**src/rtl/parking_pkg.sv**
```systemverilog
// Shared parking constants and the exit-side state encoding.
// Latency: none (types and constants only).
// Backpressure: not applicable.
package parking_pkg;

  localparam int NUM_SLOTS = 8;
  localparam int SLOT_W    = $clog2(NUM_SLOTS);

  typedef enum logic [1:0] {
    IDLE  = 2'd0,
    CHECK = 2'd1,
    OPEN  = 2'd2,
    CLOSE = 2'd3
  } exit_state_t;

endpackage

```
**src/rtl/exit_gate_timer.sv**
```systemverilog
// Gate hold counter and optional open-gate timeout counter (EXIT_TIMEOUT_EN).
// Latency: counters start at 0 on the first run cycle; flags are decoded from registered counts.
// Backpressure: none; run restarts both counters whenever it drops.
module exit_gate_timer #(
  parameter int GATE_HOLD = 16,
  parameter int TIMEOUT   = 255
) (
  input  logic clk,
  input  logic rst_n,
  input  logic run,
  input  logic pass_seen,
  output logic hold_done,
  output logic timed_out
);

  localparam int HW = (GATE_HOLD > 1) ? $clog2(GATE_HOLD) : 1;
  localparam logic [HW-1:0] HOLD_LAST = HW'(GATE_HOLD - 1);
  localparam int TW = (TIMEOUT > 1) ? $clog2(TIMEOUT) : 1;
  localparam logic [TW-1:0] TO_LAST = TW'(TIMEOUT - 1);

  logic [HW-1:0] hold_cnt_q, hold_cnt_d;

  // Hold count: restarts outside OPEN, saturates at the last required cycle.
  always_comb begin
    hold_cnt_d = hold_cnt_q;
    if (!run) begin
      hold_cnt_d = '0;
    end else if (hold_cnt_q != HOLD_LAST) begin
      hold_cnt_d = hold_cnt_q + 1'b1;
    end
  end

  // Hold count register.
  always_ff @(posedge clk or negedge rst_n) begin
    if (!rst_n) begin
      hold_cnt_q <= '0;
    end else begin
      hold_cnt_q <= hold_cnt_d;
    end
  end

  assign hold_done = run && (hold_cnt_q == HOLD_LAST);

`ifdef EXIT_TIMEOUT_EN
  logic [TW-1:0] to_cnt_q, to_cnt_d;

  // Timeout count: only cycles with no car seen yet; a car restarts it.
  always_comb begin
    to_cnt_d = to_cnt_q;
    if (!run || pass_seen) begin
      to_cnt_d = '0;
    end else if (to_cnt_q != TO_LAST) begin
      to_cnt_d = to_cnt_q + 1'b1;
    end
  end

  // Timeout count register.
  always_ff @(posedge clk or negedge rst_n) begin
    if (!rst_n) begin
      to_cnt_q <= '0;
    end else begin
      to_cnt_q <= to_cnt_d;
    end
  end

  assign timed_out = run && !pass_seen && (to_cnt_q == TO_LAST);
`else
  // Without the timeout the gate waits for a car indefinitely.
  logic          unused_pass_seen;
  logic [TW-1:0] unused_to_last;
  assign unused_pass_seen = pass_seen;
  assign unused_to_last   = TO_LAST;
  assign timed_out        = 1'b0;
`endif

endmodule

```
**src/rtl/exit_controller.sv**
```systemverilog
// Exit-lane controller: validates slot, releases occupancy bit, runs the barrier (timeout via EXIT_TIMEOUT_EN).
// Latency: ack 1 cycle after request, release/reject 2 cycles, done after GATE_HOLD open cycles + 1.
// Backpressure: exit_req ignored while exit_busy; a held request is taken on the first IDLE edge.
module exit_controller
  import parking_pkg::*;
#(
  parameter int GATE_HOLD = 16,
  parameter int TIMEOUT   = 255,
  parameter int CNT_W     = 16
) (
  input  logic                 clk,
  input  logic                 rst_n,
  input  logic                 exit_req,
  input  logic [SLOT_W-1:0]    exit_slot,
  input  logic [NUM_SLOTS-1:0] occupancy,
  input  logic                 car_passed,
  output logic                 exit_ack,
  output logic                 exit_busy,
  output logic                 slot_release,
  output logic [NUM_SLOTS-1:0] release_mask,
  output logic                 exit_reject,
  output logic                 gate_open,
  output logic                 exit_done,
  output logic [CNT_W-1:0]     exit_count,
  output logic                 exit_alarm
);

  exit_state_t          state_q, state_d;
  logic [SLOT_W-1:0]    slot_q, slot_d;
  logic                 ack_q, ack_d;
  logic                 busy_q, busy_d;
  logic                 rel_q, rel_d;
  logic [NUM_SLOTS-1:0] mask_q, mask_d;
  logic                 rej_q, rej_d;
  logic                 gate_q, gate_d;
  logic                 done_q, done_d;
  logic [CNT_W-1:0]     cnt_q, cnt_d;
  logic                 passed_q, passed_d;
`ifdef EXIT_TIMEOUT_EN
  logic                 alarm_q, alarm_d;
`endif

  logic                 slot_ok;
  logic [NUM_SLOTS-1:0] slot_onehot;
  logic                 pass_now;
  logic                 hold_done;
  logic                 timed_out;

  exit_gate_timer #(
    .GATE_HOLD (GATE_HOLD),
    .TIMEOUT   (TIMEOUT)
  ) u_timer (
    .clk       (clk),
    .rst_n     (rst_n),
    .run       (state_q == OPEN),
    .pass_seen (pass_now),
    .hold_done (hold_done),
    .timed_out (timed_out)
  );

  assign pass_now = passed_q | car_passed;

  // Decode the latched slot; an index with no matching bit is simply not valid.
  always_comb begin
    slot_ok     = 1'b0;
    slot_onehot = '0;
    for (int i = 0; i < NUM_SLOTS; i++) begin
      if (slot_q == SLOT_W'(i)) begin
        slot_onehot[i] = 1'b1;
        slot_ok        = occupancy[i];
      end
    end
  end

  // Next-state and next-output logic; every output is a flop.
  always_comb begin
    state_d  = state_q;
    slot_d   = slot_q;
    ack_d    = 1'b0;
    rel_d    = 1'b0;
    mask_d   = '0;
    rej_d    = 1'b0;
    gate_d   = gate_q;
    done_d   = 1'b0;
    cnt_d    = cnt_q;
    passed_d = 1'b0;
`ifdef EXIT_TIMEOUT_EN
    alarm_d  = alarm_q;
`endif
    case (state_q)
      IDLE: begin
        if (exit_req) begin
          slot_d  = exit_slot;
          ack_d   = 1'b1;
          state_d = CHECK;
`ifdef EXIT_TIMEOUT_EN
          alarm_d = 1'b0;
`endif
        end
      end
      CHECK: begin
        if (slot_ok) begin
          state_d = OPEN;
          rel_d   = 1'b1;
          mask_d  = slot_onehot;
          gate_d  = 1'b1;
        end else begin
          rej_d   = 1'b1;
          state_d = IDLE;
        end
      end
      OPEN: begin
        passed_d = pass_now;
        if (pass_now && hold_done) begin
          state_d = CLOSE;
          gate_d  = 1'b0;
          done_d  = 1'b1;
          if (cnt_q != '1) begin
            cnt_d = cnt_q + 1'b1;
          end
        end else if (timed_out) begin
          // Abandoned exit: close and flag it, but it is not a completed exit.
          state_d = CLOSE;
          gate_d  = 1'b0;
          done_d  = 1'b1;
`ifdef EXIT_TIMEOUT_EN
          alarm_d = 1'b1;
`endif
        end
      end
      CLOSE: begin
        state_d = IDLE;
      end
      default: begin
        state_d = IDLE;
      end
    endcase
    busy_d = (state_d != IDLE);
  end

  // FSM state, slot latch and registered outputs.
  always_ff @(posedge clk or negedge rst_n) begin
    if (!rst_n) begin
      state_q  <= IDLE;
      slot_q   <= '0;
      ack_q    <= 1'b0;
      busy_q   <= 1'b0;
      rel_q    <= 1'b0;
      mask_q   <= '0;
      rej_q    <= 1'b0;
      gate_q   <= 1'b0;
      done_q   <= 1'b0;
      cnt_q    <= '0;
      passed_q <= 1'b0;
`ifdef EXIT_TIMEOUT_EN
      alarm_q  <= 1'b0;
`endif
    end else begin
      state_q  <= state_d;
      slot_q   <= slot_d;
      ack_q    <= ack_d;
      busy_q   <= busy_d;
      rel_q    <= rel_d;
      mask_q   <= mask_d;
      rej_q    <= rej_d;
      gate_q   <= gate_d;
      done_q   <= done_d;
      cnt_q    <= cnt_d;
      passed_q <= passed_d;
`ifdef EXIT_TIMEOUT_EN
      alarm_q  <= alarm_d;
`endif
    end
  end

  assign exit_ack     = ack_q;
  assign exit_busy    = busy_q;
  assign slot_release = rel_q;
  assign release_mask = mask_q;
  assign exit_reject  = rej_q;
  assign gate_open    = gate_q;
  assign exit_done    = done_q;
  assign exit_count   = cnt_q;
`ifdef EXIT_TIMEOUT_EN
  assign exit_alarm   = alarm_q;
`else
  assign exit_alarm   = 1'b0;
`endif

endmodule

```
**config.mk**
```make
export PLATFORM = sky130hd
export DESIGN_NAME = exit_controller
export DESIGN_NICKNAME = d
export VERILOG_FILES = /design/src/rtl/parking_pkg.sv /design/src/rtl/exit_gate_timer.sv /design/src/rtl/exit_controller.sv
export SDC_FILE = /design/constraint.sdc
export NUM_CORES = 1
export LEC_CHECK = 0
export BUFFER_PORTS_ARGS = -buffer_cell sky130_fd_sc_hd__buf_4
export CORE_ASPECT_RATIO = 0.9
export CORE_MARGIN = 2
export CORE_UTILIZATION = 40
export CTS_CLUSTER_SIZE = 25
export DETAILED_ROUTE_END_ITERATION = 10
export PLACE_DENSITY = 0.72
export SLEW_MARGIN = 20
export SYNTH_ARGS = -nofsm -noshare
export SYNTH_HDL_FRONTEND = slang
export SYNTH_SLANG_ARGS = --single-unit
export TNS_END_PERCENT = 50
```
**constraint.sdc**
```tcl
create_clock -name clk -period 1.78 [get_ports clk]
set_input_delay 0.178 -clock clk [delete_from_list [all_inputs] [get_ports clk]]
set_output_delay 0.178 -clock clk [all_outputs]
set_load 0.05 [all_outputs]
```
---- Yosys cells after proc, flatten, opt, wreduce, memory -nomap -nowiden ----
Cells that the tools add are included.
cells by class
  bitwise logic cells ..................... 1
  muxes and demuxes ....................... 36
  reductions and logical operators ........ 9
  eq/ne operators ......................... 16
  add/subtract/negate cells ............... 2
operators by type and width
  cell                   number
  $mux 1                 27
  $add 16x1->16 const B  1
  $mux 8                 2
  $ne 16x16->1 const B   1
  $eq 3x3->1 const B     4
  $mux 4                 2
  $pmux 2 s4             1
  $eq 3x2->1 const B     2
  $mux 2                 3
  $ne 2x2->1 const B     3
  $reduce_and 3->1       2
  $add 4x1->4 const B    1
  $eq 2x2->1 const B     2
  $eq 4x4->1 const B     1
  $ne 4x4->1 const B     1
  $reduce_bool 2->1      2
  $eq 3x1->1 const B     1
  $logic_not 3->1        1
  $eq 2x1->1 const B     1
  $logic_and 1x1->1      2
  $logic_not 2->1        1
  $pmux 1 s2             1
  $reduce_and 2->1       1
  $or 1x1->1             1
word-level totals
  output and inout bits ................... 31
  input bits .............................. 15
  bits in registers ....................... 40
  word-level logic and storage cells ...... 76

---- Logic depth before layout (Yosys ltp) ----
Gate-level depths: netlist (run 1).
  depth in word-level cells ............... 12
  depth in mapped cells ................... 7
  mapped depth without buffers ............ 6

---- By module ----
From an unflattened synthesis (run 1), not the netlist that was laid out.
unflattened totals
  cell total of the unflattened synthesis .. 171
  area, all modules ....................... 1918.1 µm²
by module, submodules not included
  module           cells an instance  sequential area each (µm²)  times used  area an instance (µm²)
  exit_controller  149                900.9                       1           1694.1
  exit_gate_timer  22                 100.1                       1           224.0

---- Least setup slack after synthesis (run 1) ----
No wires, ideal clock.
  path type ............................... register to register
  start ................................... register cnt_q[9], in the netlist exit_count[9]
  end ..................................... register cnt_q[1], in the netlist exit_count[1]
  data required time ...................... 1655 ps
  library setup time ...................... 125 ps
  arrival ................................. 1789 ps
  path buffers ............................ 0
  path slack .............................. -134 ps
  period minus slack after synthesis ...... 1914 ps
  cell stages (with the launch flop) ...... 6
  cell sequence ........................... dfrtp_1 and4_1 and4_1 nand3_1 and2_4 mux2_4
on the way
  word-level cells in the longest chain between the ends .. 2
ends and longest elaborated chain
  element                            RTL line                source
  from (decl)                        exit_controller.sv:37   logic [CNT_W-1:0] cnt_q, cnt_d;
  from (signal assigned)             exit_controller.sv:168  cnt_q <= cnt_d;
  $ne 16x16->1                       exit_controller.sv:118  if (cnt_q != '1) begin
  $reduce_and 3->1 (no source line)  -
No other way between the ends.
A chain may end at the register's enable or synchronous reset.

---- Worst setup path after layout (run 1) ----
  start ................................... register u_timer.hold_cnt_q[0]
  end ..................................... register cnt_q[1], in the netlist exit_count[1]
on the way
  word-level cells in the longest chain between the ends .. 4
ends and longest elaborated chain
  element                            RTL line                source
  from (decl)                        exit_gate_timer.sv:21   logic [HW-1:0] hold_cnt_q, hold_cnt_d;
  from (signal assigned)             exit_gate_timer.sv:38   hold_cnt_q <= hold_cnt_d;
  $eq 4x4->1                         exit_gate_timer.sv:42   assign hold_done = run && (hold_cnt_q == HOLD_LAST);
  $logic_and 1x1->1                  exit_gate_timer.sv:42
  $logic_and 1x1->1                  exit_controller.sv:114  if (pass_now && hold_done) begin
  $reduce_and 3->1 (no source line)  -
No other way between the ends.

==> impl_summary.txt, run 1 <==
----------------------------------------------------
[Run status]
  Status ... completed

[Detailed routing]
  Overall via count from detail_route ... 1361
  Number of design rule violations left after detail routing ... 0
  Drt wl/cell ... 12.51 um
  Residual antenna-violating net count after detailed routing ... 0
  Met1 wire length ... 1584 um
  Number of violations reported at the end of detailed-routing iteration 0 ... 79
  Routed wire length ... 3503 um
  Routed length on met2 ... 1747 um
  Length of the first detailed-routing pass in iterations ... 4
  Via/cell ratio ... 4.861
  Amount of wire on met3 after detailed routing ... 139 um
  Top sig layer ... met4

[Critical path]
  Nature of the critical path endpoint ... register
  Worst Setup Start Kind ... register
  Critical Path AT ... 1840 ps
  Required time at the endpoint of the critical path ... 1960 ps
  Critical path start-end classification ... reg2reg
  Largest fanout of any net on the critical path ... 5

[Synth]
  Flop and latch count out of synthesis ... 40
  Cells taking the most area after synthesis ... dfrtp_1 56%, xnor2_1 5.9%, nand4_1 3.2%
  Mean post-synth cell area ... 11.45 um^2
  Synth Area in XOR/XNOR ... 7.353%
  Net count after synthesis ... 173
  Most common flop cell mapped by yosys ... dfrtp_1
  Synth top area share ... 56.02%
  Simple-gate area share of the yosys netlist ... 21.08%
  Count of warnings emitted by yosys ... 0
  Dominant combinational cell family by area after synthesis ... simple AND/OR/NAND/NOR gates
  Multiplexer share of the synthesized area ... 4.412%
  Number of different library cells in the post-synthesis netlist ... 38
  Fraction of the mapped netlist area in compound gates ... 5.812%
  Top cell type by total area after synthesis ... dfrtp_1
  Cell area after technology mapping ... 1787 um^2
  Number of cells produced by synthesis ... 156
  Post-synthesis adder-cell area fraction ... 1.401%
  Number of enable flip-flop cells after synthesis ... 0
  Share of flip-flops with an asynchronous set or reset ... 100.0%
  Seq/Total Area, Yosys ... 56.02%

[Final layout]
  Filler Cell Count ... 392
  Area Growth Syn to Fin ... 34.94%
  Leading cell type in the layout, fill and taps excluded ... buf_4
  Final cell utilization of the core ... 55.12%
  Multi-input gate area ... 724.4 um^2
  Register area ... 1012 um^2
  Total number of nets in the final design ... 234
  Cell area after layout ... 2411 um^2
  Antenna Diode Count ... 0
  Most frequent cells in the layout ... 60 x buf_4, 31 x dfrtp_1, 15 x nor2_1
  Fraction of layout instances using a drive strength above 1 ... 42.66%

[Floorplanning]
  Initial cell density of the core ... 40.85%
  Floorplan row count ... 23
  Floorplan Core Area ... 4374 um^2
  Die height ... 67.41 um
  Die footprint ... 5018 um^2
  I/O pin count ... 46
  Width of the die ... 74.45 um

[Timing]
  Final worst path period need ... 1665 ps
  Clock tree skew after final layout ... 7.260 ps
  Final Hold Vio Count ... 0
  Max Clock Freq ... 600.8 MHz
  Finish-stage setup viols ... 0
  Ratio of final minimum period to clock period ... 93.51%
  Number of pins with negative max-slew slack in the final report ... 0

[Global route]
  Total global routing overflow ... 0
  Number of global-route vias before repair ... 1235
  Global-route wire length before repair ... 5658 um
  Antenna violations before repair ... 0
  Global routing usage summed across all routing layers ... 14.91%
  Pin count of the biggest net entering global routing ... 41

[Clocking]
  CTS Root Buffer Type ... clkbuf_8
  TritonCTS clock tree ... built
  H-tree lvl count ... 2
  Number of sinks on the clock net ... 40
  TritonCTS Buffers ... 5
  Worst-case clock buffer depth ... 2
  Clock-pin slew on the worst setup and hold paths ... 80 ps
  Clk_lat worst skew ... 280 ps

[Placement]
  Placed wire-length estimate after detailed placement ... 2507 um
  Post-detailed-placement cell area ... 2258 um^2
  Placer's final routability congestion estimate ... 0.7940
  Quantity of I/O buffers inserted on ports ... 44

[Pwr]
  Worst vdd rail ir drop ... 526.6 uV
  Leak ... 1.195 nW
  Pwr/cell area ... 1138 nW/um^2

[Min path]
  Worst hold path type ... in2reg

[Flow run]
  Max-cap check violation count ... 0

----------------------------------------------------
## final cells by class
class                           count  area share [%]
Sequential cell                    40           41.98
Clock inverter                      2           1.609
Timing Repair Buffer               61           19.10
Tap cell                           62           3.217
Inverter                            4          0.6227
Clock buffer                        6           3.425
Multi-Input combinational cell    105           30.05
## critical path, stage by stage (launching register included)
cell and delay, ps:
dfrtp_1 350, ha_1 170, nand3_1 110, nor3_2 300, buf_4 200, and2_4 150
mux2_4 290
## kinds of logic after synthesis
| family | Yosys count |
|---|---|
| other | 1 |
| buffers and inverters | 11 |
| AND/OR/NAND/NOR | 69 |
| multiplexers | 7 |
| flip-flops | 40 |
| adder cells (fa/ha/maj) | 2 |
| XOR/XNOR | 15 |
| AO/OA/AOI/OAI | 11 |
## state kept, by name, summed over array words and instances, names as in the netlist
| register | flops |
|---|---|
| exit_count | 16 |
| slot_release | 1 |
| passed_q | 1 |
| gate_open | 1 |
| slot_q | 3 |
| state_q | 2 |
| exit_done | 1 |
| exit_busy | 1 |
| exit_reject | 1 |
| exit_ack | 1 |
| release_mask | 8 |
| u_timer.hold_cnt_q | 4 |
## timing repair
action	4_1_cts	5_1_grt
gates resized for setup	0	5
setup buffers	0	2
endpoints found under the hold margin	40	0
endpoints found under the setup margin	0	4
hold buffers	1	0
## metal layers
metal,vias up,global-route usage (%)
met4,0,5.580
li1,664,-
met2,29,24.12
met5,-,0
met1,666,19.43
met3,2,3.582
## worst paths after layout
path | end | from | slack (ps) | cells past startpoint
setup / recovery | exit_count[1]$_DFFE_PN0P_ | u_timer.hold_cnt_q[0]$_DFFE_PN0P_ | 120 | 6
hold / removal | slot_q[2]$_DFFE_PN0P_ | exit_slot[2] | 100 | 3
setup reg to reg | exit_count[1]$_DFFE_PN0P_ | u_timer.hold_cnt_q[0]$_DFFE_PN0P_ | 120 | 6
hold reg to reg | exit_count[15]$_DFFE_PN0P_ | exit_count[15]$_DFFE_PN0P_ | 480 | 1
max in group asynchronous | exit_count[7]$_DFFE_PN0P_ | rst_n | 1020 | 2
min in group asynchronous | exit_count[0]$_DFFE_PN0P_ | rst_n | 390 | 2
## cells in the mapped netlist (2+ instances only)
cell       n
and2_1     2
and3_1     6
and4_1     2
buf_2      2
buf_4      2
buf_6      2
dfrtp_1   40
ha_1       2
inv_1      4
mux2_2     3
mux2i_1    3
nand2_1   12
nand2b_1   2
nand3_1    7
nand3b_1   3
nand4_1    9
nor2_1    15
nor3_1     2
nor4_1     3
o211ai_2   2
o21ai_0    3
xnor2_1   12
xor2_1     3
## per-stage QoR
stage	std cells	hold slack, ps	TNS (ps)	worst slack (ps)	power [mW]
2_1_floorplan	156	-117.6	0	9.975	1.757
3_5_place_dp	269	178.8	0	80.31	1.997
6_report	280	100.2	0	115.4	2.743
4_1_cts	278	95.14	0	69.96	2.769
3_3_place_gp	269	177.6	0	92.33	1.981
5_1_grt	280	122.5	-4.887	-4.887	2.898
## power breakdown
group	switching [mW]	internal (mW)	total, mW
registers	0.109	1.03	1.14
clock network	0.309	0.458	0.767
logic	0.499	0.339	0.838
(Power assumes the default switching activity.)
==> run 2, diff against run 1 <==
--- a/config.mk
+++ b/config.mk
@@ -5,7 +5,7 @@
 export SDC_FILE = /design/constraint.sdc
 export NUM_CORES = 1
 export LEC_CHECK = 0
-export BUFFER_PORTS_ARGS = -buffer_cell sky130_fd_sc_hd__buf_4
+export BUFFER_PORTS_ARGS = -buffer_cell sky130_fd_sc_hd__buf_2
 export CORE_ASPECT_RATIO = 0.9
 export CORE_MARGIN = 2
 export CORE_UTILIZATION = 40
==> impl_summary.txt, run 2 (synthesis results as in run 1) <==
----------------------------------------------------
[Critical path]
  Required time at the endpoint of the critical path ... 1950 ps (about the same)
  Family with the most delay on the worst path ... simple AND/OR/NAND/NOR gates
  Slowest CP cell ... dfrtp_1
  Biggest cell delay along the critical path ... 360 ps (about the same)
  Largest fanout of any net on the critical path ... 5 (unchanged)
  Number of buffers and inverters on the critical path ... 1 (unchanged)
  Worst Setup Start Kind ... register
  Critical path start-end classification ... reg2reg
  Nature of the critical path endpoint ... register
  Critical Path AT ... 1820 ps (-20 ps)
  Cell-by-cell trace of the critical path ... ha_1 -> nand3_1 -> nor3_4 -> buf_4 -> and2_4 -> mux2_4

[Detailed routing]
  Amount of wire on met3 after detailed routing ... 134 um (-3.6%)
  Met1 wire length ... 1631 um (+3.0%)
  Number of design rule violations left after detail routing ... 0 (unchanged)
  Top sig layer ... met3
  Number of violations reported at the end of detailed-routing iteration 0 ... 90 (+14%)
  Residual antenna-violating net count after detailed routing ... 0 (unchanged)
  Via/cell ratio ... 4.875 (+0.29%)
  Routed wire length ... 3432 um (-2.0%)
  Drt wl/cell ... 12.26 um (-2.0%)
  Routed length on met2 ... 1667 um (-4.6%)
  Length of the first detailed-routing pass in iterations ... 6 (+2)
  Overall via count from detail_route ... 1365 (+0.29%)

[Global route]
  Number of global-route vias before repair ... 1272 (+3.0%)
  Pin count of the biggest net entering global routing ... 16 (-61%)
  Global-route wire length before repair ... 5713 um (+0.97%)
  Antenna violations before repair ... 0 (unchanged)
  Global routing usage summed across all routing layers ... 14.92% (about the same)
  Total global routing overflow ... 0 (unchanged)

[Placement]
  Placer's final routability congestion estimate ... 0.7732 (-2.6%)
  Quantity of I/O buffers inserted on ports ... 44 (unchanged)
  Placed wire-length estimate after detailed placement ... 2552 um (+1.8%)
  Pre-CTS worst setup slack ... 65.18 ps (-15.13 ps)

[Timing]
  Hold slack final ... 106.2 ps (+6.041 ps)
  Setup Total Neg Slack ... 0 ps (unchanged)
  Clock tree skew after final layout ... 8.337 ps (+1.077 ps)
  Ratio of final minimum period to clock period ... 92.55% (-0.97 points)
  Setup repair after global routing missed its margin ... no
  Number of pins with negative max-slew slack in the final report ... 0 (unchanged)
  Finish-stage setup viols ... 0 (unchanged)
  Min setup slack post-route ... 132.7 ps (+17.26 ps)
  Final Hold Vio Count ... 0 (unchanged)
  Max Clock Freq ... 607.1 MHz (+1.0%)
  Final worst path period need ... 1647 ps (-17.26 ps)

[Final layout]
  Leading cell type in the layout, fill and taps excluded ... buf_2
  Antenna Diode Count ... 0 (unchanged)
  Final cell utilization of the core ... 52.32% (-2.8 points)
  Largest register FFs ... 16 (unchanged)
  Filler Cell Count ... 403 (+2.8%)
  Area Growth Syn to Fin ... 28.08%
  Most frequent cells in the layout ... 44 x buf_2, 31 x dfrtp_1, 16 x buf_4
  Total number of nets in the final design ... 234 (unchanged)
  Fraction of layout instances using a drive strength above 1 ... 40.83% (-1.8 points)

[Floorplanning]
  Die footprint ... 5018 um^2 (unchanged)
  Initial cell density of the core ... 40.85% (unchanged)
  Width of the die ... 74.45 um (unchanged)
  Die height ... 67.41 um (unchanged)
  Floorplan row count ... 23 (unchanged)
  Floorplan Core Area ... 4374 um^2 (unchanged)
  I/O pin count ... 46 (unchanged)

[Clocking]
  Clock-pin slew on the worst setup and hold paths ... 80 ps (about the same)
  Number of sinks on the clock net ... 40 (unchanged)
  Worst-case clock buffer depth ... 2 (unchanged)
  Clk_lat worst skew ... 290 ps (about the same)
  TritonCTS Buffers ... 5 (unchanged)
  Postcts setup bufs ... 0 (unchanged)
  TritonCTS clock tree ... built
  H-tree lvl count ... 2 (unchanged)
  CTS Root Buffer Type ... clkbuf_8

[Min path]
  Worst hold path type ... in2reg

[Pwr]
  Worst vdd rail ir drop ... 456.3 uV (-13%)
  Leak ... 1.183 nW (-1.0%)
  Pwr/cell area ... 1170 nW/um^2 (+2.9%)

[Run status]
  Status ... completed

[Flow run]
  Max-cap check violation count ... 0 (unchanged)

----------------------------------------------------
==> run 2: cell counts in the layout (fill, tap and decap cells not counted) <==
No cell type changed its count.
==> run 2: tightest hold or removal path: cells and delay by family <==
kind                   cells  cell delay, ps
buffers and inverters      1              80
AO/OA/AOI/OAI              1              60
AND/OR/NAND/NOR            1              40
==> run 2: cell type report <==
class,count,area [um^2],area share (%)
multi-input cells,105,725.7,31.71
inverters,4,15.01,0.6561
flip-flops and latches,40,1012,44.23
clock buffers,6,72.57,3.171
well taps,62,77.57,3.390
clock inverters,2,35.03,1.531
repair buffers,61,350.3,15.31
==> run 2: power breakdown <==
part / internal, mW / leakage [nW] / switching (mW) / total, mW
sequential: 1.03 / 0.526 / 0.106 / 1.14
clock: 0.416 / 0.0552 / 0.309 / 0.725
combinational: 0.303 / 0.602 / 0.515 / 0.818
==> run 2: worst paths after layout <==
kind	to	cells after the start	start	slack, ps
setup / recovery	exit_count[1]$_DFFE_PN0P_	6	u_timer.hold_cnt_q[0]$_DFFE_PN0P_	130
hold / removal	slot_q[2]$_DFFE_PN0P_	3	exit_slot[2]	110
setup reg to reg	exit_count[1]$_DFFE_PN0P_	6	u_timer.hold_cnt_q[0]$_DFFE_PN0P_	130
hold reg to reg	exit_count[8]$_DFFE_PN0P_	1	exit_count[8]$_DFFE_PN0P_	490
max in group asynchronous	slot_q[1]$_DFFE_PN0P_	3	rst_n	950
min in group asynchronous	exit_count[7]$_DFFE_PN0P_	2	rst_n	320
==> run 2: repair_timing <==
action	4_1_cts	5_1_grt
gates resized for setup	0	2
endpoints found under the hold margin	13	0
hold buffers	1	0
setup endpoints to repair	0	14
==> run 2: stage by stage <==
stage / cells / power, mW / instance area, um^2
5_1_grt: 280 / 2.831 / 2288
2_1_floorplan: 156 / 1.757 / 1797
6_report: 280 / 2.679 / 2288
3_3_place_gp: 271 / 1.948 / 2163
4_1_cts: 280 / 2.700 / 2281
3_5_place_dp: 271 / 1.964 / 2163
==> run 2: routing by layer <==
layer  vias up  global-route usage, %
li1        658                      -
met1       674                  19.75
met2        33                  23.45
met3         0                  4.179
met4         0                  5.357
met5         -                      0
==> run 3, diff against run 2 <==
--- a/config.mk
+++ b/config.mk
@@ -11,7 +11,7 @@
 export CORE_UTILIZATION = 40
 export CTS_CLUSTER_SIZE = 25
 export DETAILED_ROUTE_END_ITERATION = 10
-export PLACE_DENSITY = 0.72
+export PLACE_DENSITY_LB_ADDON = 0.08
 export SLEW_MARGIN = 20
 export SYNTH_ARGS = -nofsm -noshare
 export SYNTH_HDL_FRONTEND = slang
==> impl_summary.txt, run 3 (synthesis results as in run 1) <==
----------------------------------------------------
[Critical path]
  Critical path start-end classification ... reg2reg
  Critical Path AT ... 1840 ps (+20 ps)
  Largest fanout of any net on the critical path ... 5 (unchanged)
  Cell repeated most along the worst path ... and4_1
  Worst Setup Start Kind ... register
  Biggest cell delay along the critical path ... 380 ps (+20 ps)
  Family with the most delay on the worst path ... simple AND/OR/NAND/NOR gates
  Nature of the critical path endpoint ... register
  Number of buffers and inverters on the critical path ... 0 (-1)
  FF-to-FF setup slack ... 120 ps (about the same)
  Required time at the endpoint of the critical path ... 1960 ps (about the same)
  Slowest CP cell ... dfrtp_2
  Cell-by-cell trace of the critical path ... and4_1 -> and4_1 -> nand3_1 -> and2_4 -> mux2_4

[Global route]
  Total global routing overflow ... 0 (unchanged)
  Antenna violations before repair ... 0 (unchanged)
  Global-route wire length before repair ... 5816 um (+1.8%)
  Global routing usage summed across all routing layers ... 15.54% (+0.62 points)
  Pin count of the biggest net entering global routing ... 23 (+7)
  Number of global-route vias before repair ... 1287 (+1.2%)

[Final layout]
  Largest register FFs ... 16 (unchanged)
  Leading cell type in the layout, fill and taps excluded ... buf_2
  Total number of nets in the final design ... 232 (-0.85%)
  Area Growth Syn to Fin ... 29.27%
  Fraction of layout instances using a drive strength above 1 ... 42.13% (+1.3 points)
  Filler Cell Count ... 424 (+5.2%)
  Antenna Diode Count ... 0 (unchanged)
  Most frequent cells in the layout ... 44 x buf_2, 30 x dfrtp_1, 14 x nor2_1

[Clocking]
  Worst-case clock buffer depth ... 2 (unchanged)
  Clk_lat worst skew ... 290 ps (about the same)
  Clock-pin slew on the worst setup and hold paths ... 70 ps (about the same)
  Number of sinks on the clock net ... 40 (unchanged)
  TritonCTS clock tree ... built
  TritonCTS Buffers ... 5 (unchanged)
  H-tree lvl count ... 2 (unchanged)
  CTS Root Buffer Type ... clkbuf_8

[Detailed routing]
  Number of violations reported at the end of detailed-routing iteration 0 ... 54 (-40%)
  Length of the first detailed-routing pass in iterations ... 4 (-2)
  Drt wl/cell ... 12.87 um (+5.0%)
  Number of design rule violations left after detail routing ... 0 (unchanged)
  Overall via count from detail_route ... 1332 (-2.4%)
  Routed wire length ... 3578 um (+4.3%)
  Via/cell ratio ... 4.791 (-1.7%)
  Residual antenna-violating net count after detailed routing ... 0 (unchanged)

[Timing]
  Number of pins with negative max-slew slack in the final report ... 0 (unchanged)
  Clock tree skew after final layout ... 4.052 ps (-4.285 ps)
  Setup Total Neg Slack ... 0 ps (unchanged)
  Finish-stage setup viols ... 0 (unchanged)
  Setup repair after global routing missed its margin ... no
  Ratio of final minimum period to clock period ... 93.37% (+0.83 points)
  Max Clock Freq ... 601.7 MHz (-0.89%)
  Final worst path period need ... 1662 ps (+14.73 ps)
  Final Hold Vio Count ... 0 (unchanged)

[Flow run]
  Max-cap check violation count ... 0 (unchanged)

[Floorplanning]
  Floorplan Core Area ... 4374 um^2 (unchanged)
  Die footprint ... 5018 um^2 (unchanged)
  I/O pin count ... 46 (unchanged)
  Initial cell density of the core ... 40.85% (unchanged)
  Floorplan row count ... 23 (unchanged)
  Die height ... 67.41 um (unchanged)
  Width of the die ... 74.45 um (unchanged)

[Placement]
  Quantity of I/O buffers inserted on ports ... 44 (unchanged)
  Placed wire-length estimate after detailed placement ... 2638 um (+3.3%)
  Placer's final routability congestion estimate ... 0.8023 (+3.8%)

[Pwr]
  Leak ... 1.165 nW (-1.5%)
  Worst vdd rail ir drop ... 635.0 uV (+39%)
  Pwr/cell area ... 1157 nW/um^2 (-1.2%)
  Total power after layout ... 2.672 mW (-0.25%)

[Min path]
  Worst hold path type ... in2reg

[Run status]
  Status ... completed

----------------------------------------------------
==> run 3: cell type report <==
cell class	instances	area, um^2	share of cell area, %
Sequential cell	40	1013	43.88
Multi-Input combinational cell	105	748.2	32.39
Timing Repair Buffer	59	347.8	15.06
Tap cell	62	77.57	3.359
Clock buffer	6	72.57	3.142
Clock inverter	2	35.03	1.517
Inverter	4	15.01	0.6501
==> run 3: path summary, 6_finish.rpt <==
check,from,depth (start not counted),endpoint
setup / recovery,exit_count[12]$_DFFE_PN0P_,5,exit_count[1]$_DFFE_PN0P_
hold / removal,exit_slot[2],3,slot_q[2]$_DFFE_PN0P_
setup reg to reg,exit_count[12]$_DFFE_PN0P_,5,exit_count[1]$_DFFE_PN0P_
hold reg to reg,exit_count[8]$_DFFE_PN0P_,1,exit_count[8]$_DFFE_PN0P_
max in group asynchronous,rst_n,3,exit_count[11]$_DFFE_PN0P_
min in group asynchronous,rst_n,2,release_mask[1]$_DFF_PN0_
==> run 3: where the power goes <==
part	switching, mW	leakage [nW]	internal [mW]
clock network	0.303	0.0552	0.416
logic	0.505	0.586	0.303
registers	0.115	0.524	1.03
==> run 3: per-layer routing <==
metal,GRT usage [%],vias up,part of all wire (%)
met5,0,-,0
met4,7.366,0,1.3
met3,4.179,5,5.4
met2,23.67,32,46
met1,20.59,633,48
li1,-,662,-
==> run 3: worst register-to-register path: cells and delay by family (launching register included) <==
| kind | cells | cell delay (ps) |
|---|---|---|
| and+or+nand+nor | 4 | 880 |
| DFF | 1 | 380 |
| muxes | 1 | 290 |
==> run 3: what timing repair did <==
action,CTS,global route
hold buffers,1,0
endpoints found under the setup margin,0,12
setup buffers,0,2
endpoints found under the hold margin,21,0
gates resized for setup,0,7
==> run 3: metrics by stage <==
step                      setup WS (ps)  area, um^2  hold slack (ps)  utilization (%)  instances
after floorplan                   9.975        1797           -117.6                -        156
final                             118.0        2310            96.88            52.80        278
after detailed placement          39.70        2146            173.5            49.06        267
after global routing              9.689        2310            103.5            52.80        278
after global placement            40.01        2146            161.5            49.06        267
after CTS                         39.96        2263            92.73            51.74        276
